## src/rtl/mem_pkg.sv

```systemverilog
// Shared definitions for the CPU memory bus: command and FSM encodings plus
// the address-map constants used by mem_responder and the cpu.
package mem_pkg;

    typedef enum logic [1:0] {
        MEM_NONE  = 2'b00,
        MEM_READ  = 2'b01,
        MEM_WRITE = 2'b10
    } mem_cmd_t;

    typedef enum logic [1:0] {
        MEM_ST_IDLE = 2'd0,
        MEM_ST_WAIT = 2'd1,
        MEM_ST_RESP = 2'd2
    } mem_state_t;

    localparam logic [8:0] MEM_LED_ADDR = 9'h100;
    localparam logic [8:0] MEM_SW_ADDR  = 9'h140;
    localparam logic [8:0] MEM_RAM_TOP  = 9'h0FF;

    // True when a word address falls inside the 256-word RAM.
    function automatic logic mem_is_ram(input logic [8:0] addr);
        return addr <= MEM_RAM_TOP;
    endfunction

endpackage

```

## src/rtl/mem_responder_if.sv

```systemverilog
// CPU memory bus: command/address/data from the CPU (master), load data and
// a one-cycle ready strobe back from the memory responder (slave).
interface mem_responder_if;
    logic [1:0]  mem_cmd;
    logic [8:0]  mem_addr;
    logic [15:0] write_data;
    logic [15:0] read_data;
    logic        mem_ready;

    modport master (
        output mem_cmd, mem_addr, write_data,
        input  read_data, mem_ready
    );

    modport slave (
        input  mem_cmd, mem_addr, write_data,
        output read_data, mem_ready
    );
endinterface

```

## src/rtl/mem_ram256.sv

```systemverilog
// 256x16 single-port RAM with synchronous write and registered read.
// Neither the array nor the read register is reset, so it maps onto block RAM.
module mem_ram256 (
    input  logic        clk,
    input  logic        we,
    input  logic        re,
    input  logic [7:0]  addr,
    input  logic [15:0] wdata,
    output logic [15:0] rdata
);
    logic [15:0] mem_q [256];
    logic [15:0] rdata_q;

    // Write and read are each enabled only on the commit edge of a command.
    always_ff @(posedge clk) begin
        if (we) begin
            mem_q[addr] <= wdata;
        end
        if (re) begin
            rdata_q <= mem_q[addr];
        end
    end

    assign rdata = rdata_q;
endmodule

```

## src/rtl/mem_responder.sv

```systemverilog
// Memory-side responder: services CPU bus READ/WRITE commands from a 256-word
// RAM and a small I/O window after WAIT_CYCLES wait states, then strobes
// mem_ready for one cycle.
// Optional feature: define MEM_IO_EN to decode the LED register (0x100) and
// the switch port (0x140); otherwise all of 0x100-0x1FF is unmapped.
module mem_responder
    import mem_pkg::*;
#(
    parameter int unsigned WAIT_CYCLES = 1
) (
    input  logic              clk,
    input  logic              reset,
    mem_responder_if.slave    bus,
    input  logic [7:0]        sw_in,
    output logic [7:0]        led_out
);
    localparam logic [1:0] S_IDLE = MEM_ST_IDLE;
    localparam logic [1:0] S_WAIT = MEM_ST_WAIT;
    localparam logic [1:0] S_RESP = MEM_ST_RESP;

    // Counter preload; unused when there are no wait states.
    localparam logic [3:0] WAIT_LOAD = (WAIT_CYCLES == 0) ? 4'd0 : 4'(WAIT_CYCLES - 1);

    logic [1:0]  state_q, state_d;
    logic [3:0]  cnt_q, cnt_d;
    logic [1:0]  cmd_q, cmd_d;
    logic [8:0]  addr_q, addr_d;
    logic [15:0] wdata_q, wdata_d;
    logic        src_ram_q, src_ram_d;
    logic [15:0] io_rdata_q, io_rdata_d;
    logic [7:0]  led_q, led_d;

    logic        bus_valid;
    logic        commit;
    logic [1:0]  commit_cmd;
    logic [8:0]  commit_addr;
    logic [15:0] commit_wdata;
    logic        commit_rd, commit_wr, commit_ram;
    logic        ram_we, ram_re;
    logic [15:0] ram_rdata;

    assign bus_valid = (bus.mem_cmd == MEM_READ) || (bus.mem_cmd == MEM_WRITE);

    // Sequencing: accept in IDLE, count wait states, respond for one cycle.
    always_comb begin
        state_d = state_q;
        cnt_d   = cnt_q;
        cmd_d   = cmd_q;
        addr_d  = addr_q;
        wdata_d = wdata_q;
        commit  = 1'b0;
        case (state_q)
            S_IDLE: begin
                if (bus_valid) begin
                    cmd_d   = bus.mem_cmd;
                    addr_d  = bus.mem_addr;
                    wdata_d = bus.write_data;
                    cnt_d   = WAIT_LOAD;
                    if (WAIT_CYCLES == 0) begin
                        state_d = S_RESP;
                        commit  = 1'b1;
                    end else begin
                        state_d = S_WAIT;
                    end
                end
            end
            S_WAIT: begin
                if (cnt_q == 4'd0) begin
                    state_d = S_RESP;
                    commit  = 1'b1;
                end else begin
                    cnt_d = cnt_q - 4'd1;
                end
            end
            S_RESP: begin
                state_d = S_IDLE;
            end
            default: begin
                state_d = S_IDLE;
            end
        endcase
    end

    // With no wait states the commit edge is the acceptance edge, so the
    // live bus values are used; otherwise the captured copies are.
    always_comb begin
        commit_cmd   = (state_q == S_IDLE) ? bus.mem_cmd    : cmd_q;
        commit_addr  = (state_q == S_IDLE) ? bus.mem_addr   : addr_q;
        commit_wdata = (state_q == S_IDLE) ? bus.write_data : wdata_q;
    end

    assign commit_rd  = commit && (commit_cmd == MEM_READ);
    assign commit_wr  = commit && (commit_cmd == MEM_WRITE);
    assign commit_ram = mem_is_ram(commit_addr);
    // The RAM has no reset, so block any access while reset is held.
    assign ram_we     = commit_wr && commit_ram && !reset;
    assign ram_re     = commit_rd && commit_ram && !reset;

    mem_ram256 u_ram (
        .clk   (clk),
        .we    (ram_we),
        .re    (ram_re),
        .addr  (commit_addr[7:0]),
        .wdata (commit_wdata),
        .rdata (ram_rdata)
    );

    // Load-data source select, I/O read register and LED register updates.
    always_comb begin
        src_ram_d  = src_ram_q;
        io_rdata_d = io_rdata_q;
        led_d      = led_q;
        if (commit_rd) begin
            src_ram_d  = commit_ram;
            io_rdata_d = 16'h0000;
`ifdef MEM_IO_EN
            if (commit_addr == MEM_LED_ADDR) begin
                io_rdata_d = {8'h00, led_q};
            end else if (commit_addr == MEM_SW_ADDR) begin
                io_rdata_d = {8'h00, sw_in};
            end
`endif
        end
`ifdef MEM_IO_EN
        if (commit_wr && (commit_addr == MEM_LED_ADDR)) begin
            led_d = commit_wdata[7:0];
        end
`endif
    end

`ifndef MEM_IO_EN
    // Switches are not decoded in this build.
    logic unused_sw;
    assign unused_sw = ^sw_in;
`endif

    // State and output registers; reset aborts any command in flight.
    always_ff @(posedge clk or posedge reset) begin
        if (reset) begin
            state_q    <= S_IDLE;
            cnt_q      <= 4'd0;
            cmd_q      <= MEM_NONE;
            addr_q     <= 9'h000;
            wdata_q    <= 16'h0000;
            src_ram_q  <= 1'b0;
            io_rdata_q <= 16'h0000;
            led_q      <= 8'h00;
        end else begin
            state_q    <= state_d;
            cnt_q      <= cnt_d;
            cmd_q      <= cmd_d;
            addr_q     <= addr_d;
            wdata_q    <= wdata_d;
            src_ram_q  <= src_ram_d;
            io_rdata_q <= io_rdata_d;
            led_q      <= led_d;
        end
    end

    assign bus.mem_ready = (state_q == S_RESP);
    assign bus.read_data = src_ram_q ? ram_rdata : io_rdata_q;
    assign led_out       = led_q;
endmodule

```

## src/flat_wrapper.sv

```systemverilog
// flat-port wrapper written by rule: the top's interface ports become plain ports
module mem_responder_flat import mem_pkg::*;
#(
    parameter int unsigned WAIT_CYCLES = 1
)
  (clk, reset, sw_in, led_out, bus_mem_cmd, bus_mem_addr, bus_write_data, bus_read_data, bus_mem_ready);
  mem_responder_if bus_i ();
  input  logic clk;
  input  logic reset;
  input  logic [7:0] sw_in;
  output logic [7:0] led_out;
  input wire logic [$bits(bus_i.mem_cmd)-1:0] bus_mem_cmd;
  input wire logic [$bits(bus_i.mem_addr)-1:0] bus_mem_addr;
  input wire logic [$bits(bus_i.write_data)-1:0] bus_write_data;
  output wire logic [$bits(bus_i.read_data)-1:0] bus_read_data;
  output wire logic [$bits(bus_i.mem_ready)-1:0] bus_mem_ready;
  assign bus_i.mem_cmd = bus_mem_cmd;
  assign bus_i.mem_addr = bus_mem_addr;
  assign bus_i.write_data = bus_write_data;
  assign bus_read_data = bus_i.read_data;
  assign bus_mem_ready = bus_i.mem_ready;
  mem_responder #(.WAIT_CYCLES(WAIT_CYCLES)) u_core (.clk(clk), .reset(reset), .bus(bus_i), .sw_in(sw_in), .led_out(led_out));
endmodule
```

## config.mk

```make
export PLATFORM = sky130hd
export DESIGN_NAME = mem_responder_flat
export DESIGN_NICKNAME = d
export VERILOG_FILES = /design/src/rtl/mem_pkg.sv /design/src/rtl/mem_responder_if.sv /design/src/rtl/mem_ram256.sv /design/src/rtl/mem_responder.sv /design/src/flat_wrapper.sv
export SDC_FILE = /design/constraint.sdc
export NUM_CORES = 2
export LEC_CHECK = 0
export ABC_AREA = 0
export CAP_MARGIN = 20
export CELL_PAD_IN_SITES_DETAIL_PLACEMENT = 0
export CELL_PAD_IN_SITES_GLOBAL_PLACEMENT = 2
export CORE_MARGIN = 4
export CORE_UTILIZATION = 30
export CTS_BUF_LIST = sky130_fd_sc_hd__clkbuf_16
export CTS_CLUSTER_SIZE = 14
export DETAILED_ROUTE_END_ITERATION = 6
export GPL_ROUTABILITY_DRIVEN = 0
export GPL_TIMING_DRIVEN = 0
export HOLD_SLACK_MARGIN = 0.1
export PLACE_DENSITY = 0.56
export SLEW_MARGIN = 15
export SYNTH_ARGS = -nofsm -noshare
export SYNTH_HDL_FRONTEND = slang
export SYNTH_SLANG_ARGS = --single-unit
```

## constraint.sdc

```tcl
create_clock -name clk -period 7.4 [get_ports clk]
set_clock_uncertainty 0.1 [all_clocks]
set_input_delay 1.48 -clock clk [delete_from_list [all_inputs] [get_ports clk]]
set_output_delay 1.48 -clock clk [all_outputs]
set_load 0.005 [all_outputs]
```

# After elaboration in Yosys (flattened, before gate mapping)
# Memory sizes are Yosys's and may differ from the RTL's. A register that Yosys moved wholly into a read port is not among the register bits.
# Cells that the tools add are included.
[totals] elab_cells=46 latchBits=0 in_bits=37 ram_bits=4096 ff_bits=34 mem_bits_ro=0 n_memories=1
[classes] n_reduce_logical=14 order_cmp=1 mul=0 muxes=14 bitwise_logic=0 n_shift=0 div_mod_pow=0 addsub=1 n_eq_ne=9
[mem_list] name="u_core.u_ram.mem_q" words=256 width=16 rd=1 rd_clocked_by_memory_dff=1 wr=1 line="mem_ram256.sv:11" text="logic [15:0] mem_q [256];"
[ops] operator="$mux W16" count=2
[ops] operator="$le A9 B8 Y1 const B" count=1
[ops] operator="$mux W9" count=1
[ops] operator="$mux W4" count=2
[ops] operator="$pmux W4 S2" count=1
[ops] operator="$eq A2 B1 Y1 const B" count=3
[ops] operator="$eq A2 B2 Y1 const B" count=3
[ops] operator="$logic_and A1 B1 Y1" count=6
[ops] operator="$mux W2" count=3
[ops] operator="$logic_not A4 Y1" count=1
[ops] operator="$mux W1" count=4
[ops] operator="$ne A2 B1 Y1 const B" count=2
[ops] operator="$pmux W2 S2" count=1
[ops] operator="$reduce_and A2 Y1" count=2
[ops] operator="$sub A4 B1 Y4 const B" count=1
[ops] operator="$reduce_and A3 Y1" count=1
[ops] operator="$logic_not A2 Y1" count=1
[ops] operator="$ne A2 B2 Y1 const B" count=1
[ops] operator="$reduce_bool A2 Y1" count=1
[ops] operator="$logic_not A1 Y1" count=1
[ops] operator="$logic_or A1 B1 Y1" count=1

# Depth between registers and ports, before layout
[depth] depth_word=8 depth_mapped=11 mapped_depth_nobuf=8

# By module
# From an unflattened synthesis, not the netlist that was laid out.
[unflattened] hier_cells=6879 hier_area_um2=157526.1
[by_module_without_submodules] mod="mem_ram256" area_per_inst_um2=155559.2 seq_area_each_um2=123478.4 instances=1 cells_per_inst=6727
[by_module_without_submodules] mod="mem_responder" area_per_inst_um2=1966.9 seq_area_each_um2=850.8 instances=1 cells_per_inst=152

# Worst setup path before layout
# Ideal clock, no wire load.
[synth_timing] path_kind="input to register" start="input bus_write_data[0]" end="memory u_core.u_ram.mem_q[0][0] (data pin)" arrival_time_ns=4.577 n_path_buf=0 stages=2 slack_ns=1.901 t_required_ns=6.477 setup_ns=0.823 cell_sequence="nand2_1 -> nand2_1"
[synth_between] elab_chain_len=1
[synth_rtl] element="start: declaration" line="flat_wrapper.sv:14" text="input wire logic [$bits(bus_i.write_data)-1:0] bus_write_data;"
[synth_rtl] element="$mux W16" line="mem_responder.sv:89" text="commit_wdata = (state_q == S_IDLE) ? bus.write_data : wdata_q;"
[synth_rtl] element="via u_core.commit_wdata[0]" line="mem_responder.sv:37" text="logic [15:0] commit_wdata;"
[synth_rtl] element="end: declaration" line="mem_ram256.sv:11"
# The timed path passes the listed nets, and every way through them passes these cells.

# Final worst setup path
[layout_timing] start="input bus_mem_addr[0]" end="register u_core.u_ram.rdata_q[7], in the netlist u_core.u_ram.rdata[7] (read register of u_core.u_ram.mem_q) (data pin)"
[layout_between] elab_chain_len=4
[layout_rtl] element="start: declaration" line="flat_wrapper.sv:13" text="input wire logic [$bits(bus_i.mem_addr)-1:0] bus_mem_addr;"
[layout_rtl] element="$mux W9 (*)" line="mem_responder.sv:88" text="commit_addr = (state_q == S_IDLE) ? bus.mem_addr : addr_q;"
[layout_rtl] element="$le A9 B8 Y1" line="mem_pkg.sv:23" text="return addr <= MEM_RAM_TOP;"
[layout_rtl] element="$logic_and A1 B1 Y1 (2 in series)" line="mem_responder.sv:97" text="assign ram_re = commit_rd && commit_ram && !reset;"
[layout_rtl] element="end: declaration" line="mem_ram256.sv:12" text="logic [15:0] rdata_q;"
# Every way passes the cells marked *; elsewhere a longest branch is shown, timed or not.
# A chain may end at the register's enable or synchronous reset.

==> results.json <==
{
  "synthArstFlopShare_pct": 0.8201,
  "p_int_uw": 50830,
  "clkTransAtPathRegs_ps": 60,
  "drt_first_pass_iters": 7,
  "grt_pass1_vias": 88300,
  "synth_area_um2": 153000,
  "grt_max_degree": 61,
  "synth_cell_type_count": 42,
  "start_kind": "input port",
  "syn2layout_area_growth_pct": 19.95,
  "synth_simple_gate_area_share_pct": 1.237,
  "synthCells": 8708,
  "vias_per_cell": 5.429,
  "port_buffers": 45,
  "track_usage_pct": 21.17,
  "power_density_nw_per_um2": 460.4,
  "cts_hold_repair.buffers": 0,
  "status": "finished with violations",
  "cts.htree.levels": 5,
  "critPathKind": "input port to register",
  "p_seq_share_pct": 37.0,
  "clock-sinks": 4146,
  "ys_top_cells_by_area": "edfxtp_1, a22oi_1, a21oi_1",
  "cts_setup_buffers": 0,
  "wl_per_cell_um": 34.11,
  "ant_nets": 0,
  "drtIter0Drc": 11030,
  "ys.flop_type": "edfxtp_1",
  "setup_ws_ps": 484.0,
  "ios": 62,
  "peakVddDrop_mv": 0.3679,
  "cap_viol_max_count": 0,
  "post_cts_resize_count": 0,
  "ys_warn_count": 0,
  "period_needed_ps": 6916,
  "rsz0062_at_grt": "no",
  "grt_pass1_wl_um": 760400,
  "path_buf_inv": 4,
  "worst_ep_required_time_ps": 8060,
  "hold_viol_final": 0,
  "rows": 262,
  "fmaxAchievable_ghz": 0.1446,
  "p_sw_uw": 33660,
  "synth_top_family_by_area": "compound AO/OA/AOI/OAI gates",
  "crit_path_end_kind": "register",
  "r2r_setup_slack_ps": 900,
  "utilization_pct": 36.07,
  "drc": 3,
  "detailedPlace.worstSlack_ps": -363.4,
  "dp_cells": 15840,
  "cts-buffers-inserted": 445,
  "dieArea_um2": 521500,
  "synthAdderAreaFrac_pct": 0.01636,
  "cp_slowest_cell": "a41oi_1",
  "yosysTopAreaCell": "edfxtp_1",
  "synth_mux_area_share_pct": 0.1758,
  "leakage_uw": 0.05585,
  "max_stage_delay_ps": 1060,
  "antenna_found_initial": 81,
  "core-area_um2": 508800,
  "power_frac_comb_pct": 37.0,
  "cp_cell_sequence": "clkdlybuf4s50_1, or4b_2, o21ai_2, buf_4, buf_2, buf_2, a22oi_1, a21oi_1, o41ai_1, a41oi_1, or4_1",
  "pwr-share-clk_pct": 26.0,
  "die_h_um": 722.1,
  "clockBufferDepth": 4,
  "crit_path_frequent_cell": "buf_2",
  "clock_latency_ps": 1000,
  "root_buffer": "clkbuf_16",
  "mostFrequentLayoutCells": "edfxtp_1, a22oi_1, a21oi_1, clkbuf_16, buf_2",
  "dr_total_vias": 90690,
  "critPathArrivalTime_ps": 7580,
  "layout_commonest_cell": "edfxtp_1",
  "synth-compound-area-share_pct": 15.36,
  "layoutNonFillerInstCount": 16700,
  "cts_tree": "yes",
  "avgSynthCellArea_um2": 17.57,
  "drive_above_1_share_pct": 17.23,
  "ys_ff_latch": 4146,
  "path_max_fanout": 12,
  "synth_top_area_share_pct": 80.71,
  "yosysSeqAreaShare_pct": 81.26,
  "start_util_pct": 30.07,
  "max_slew_margin_pct": 8.656,
  "critPathTopFamily": "buffers and inverters",
  "overflow": 0,
  "worst_pin_slew_ps": 1352,
  "finalWirelength_um": 569800,
  "setup_viol": 0,
  "min_path_type": "register to register",
  "dp_hpwl_um": 407300,
  "nets": 9596,
  "synth_edf_count": 4112,
  "synth_xor_area_share_pct": 0.01717,
  "switching_share_pct": 39.84,
  "finalCritPeriodShare_pct": 93.46,
  "die_w_um": 722.1,
  "violations": "DRC",
  "final_max_slew_viol_count": 0
}
## layout make-up
class                   count  area, um2
repair buffers            395       5837
clock inverters           380       3194
plain buffers             660       3007
multi-input cells        3901      27370
diodes                     32      80.08
flip-flops and latches   4146     124300
inverters                   8      30.03
clock buffers             450      11260
fillers                 47480     325200
well taps                6732       8423
## cell families (layout without fill, tap and decap cells)
family / count (synthesis) / in the layout
compound gates: 3423 / 3423
xor+xnor: 3 / 3
fa+ha+maj: 2 / 2
buf+inv: 668 / 1893
flops: 4146 / 4146
mux: 24 / 24
other cells: 1 / 40
simple gates: 441 / 441
## sequential cells by signal, summed over array words and instances (netlist names)
register and cells:
u_core.u_ram.mem_q 4096, u_core.u_ram.rdata 16, u_core.wdata_q 16, u_core.addr_q 9, u_core.cnt_q 4, u_core.cmd_q 2, u_core.state_q 2, u_core.src_ram_q 1
## metal layers
metal | share of wire, % | vias to the layer above | GRT usage [%]
met3 | 7.1 | 729 | 3.644
met2 | 47 | 3757 | 34.27
met1 | 42 | 47920 | 28.78
met5 | 0.023 | - | 0
met4 | 3.8 | 14 | 7.260
li1 | - | 38270 | -
## worst register-to-register path, stage by stage (launching register included)
cell     delay [ps]
dfrtp_1         510
or4b_2          750
o21ai_2         320
buf_4           460
buf_2           790
buf_2           690
a22oi_1         180
a21oi_1         520
o41ai_1         360
a41oi_1        1060
or4_1           530
## cell usage after synthesis (2+ instances only)
master / number
edfxtp_1: 4112
a22oi_1: 2048
a21oi_1: 1028
clkbuf_1: 309
buf_2: 272
nor2_1: 262
o41ai_1: 256
nand2_1: 90
a41oi_1: 64
buf_1: 56
dfrtp_1: 34
mux2_2: 23
nand3_1: 22
buf_4: 18
and2_1: 17
or4_1: 17
nand2b_1: 13
o21ai_0: 9
inv_1: 8
buf_6: 5
o21a_1: 5
nand3b_1: 4
nor3b_1: 3
o21ai_1: 3
o21ai_2: 3
o31ai_1: 3
or3_1: 3
or4b_2: 3
a31oi_1: 2
ha_1: 2
nor3_1: 2
xnor2_1: 2
## stage by stage
stage,power [uW],instance area (um2),setup TNS [ps],hold WS (ps)
after CTS,84810,183400,0,409.2
final,84500,183500,0,407.3
after global placement,56320,161900,-,386.8
after floorplan,46010,153000,0,378.7
after global routing,87060,183500,0,418.2
after detailed placement,62870,168900,-2414,394.1
## path summary, 6_finish.rpt
path | from | end | cells after the start
setup reg to reg | u_core.state_q[0]$_DFFE_PP0P_ | u_core.u_ram.rdata[7]$_DFFE_PP_ | 10
max in group asynchronous | reset | u_core.addr_q[2]$_DFFE_PP0P_ | 3
hold / removal | u_core.wdata_q[2]$_DFFE_PP0P_ | u_core.wdata_q[2]$_DFFE_PP0P_ | 1
hold reg to reg | u_core.wdata_q[2]$_DFFE_PP0P_ | u_core.wdata_q[2]$_DFFE_PP0P_ | 1
min in group asynchronous | reset | u_core.wdata_q[1]$_DFFE_PP0P_ | 2
setup / recovery | bus_mem_addr[0] | u_core.u_ram.rdata[7]$_DFFE_PP_ | 11
## power groups by stage
stage / logic, uW / clock network (uW) / registers [uW]
after floorplan: 12600 / 0 / 33400
after global placement: 24600 / 0 / 31700
after detailed placement: 31100 / 0 / 31700
after CTS: 31200 / 22400 / 31200
after global routing: 32500 / 23400 / 31200
final: 31300 / 22000 / 31200
(Power assumes the default switching activity.)
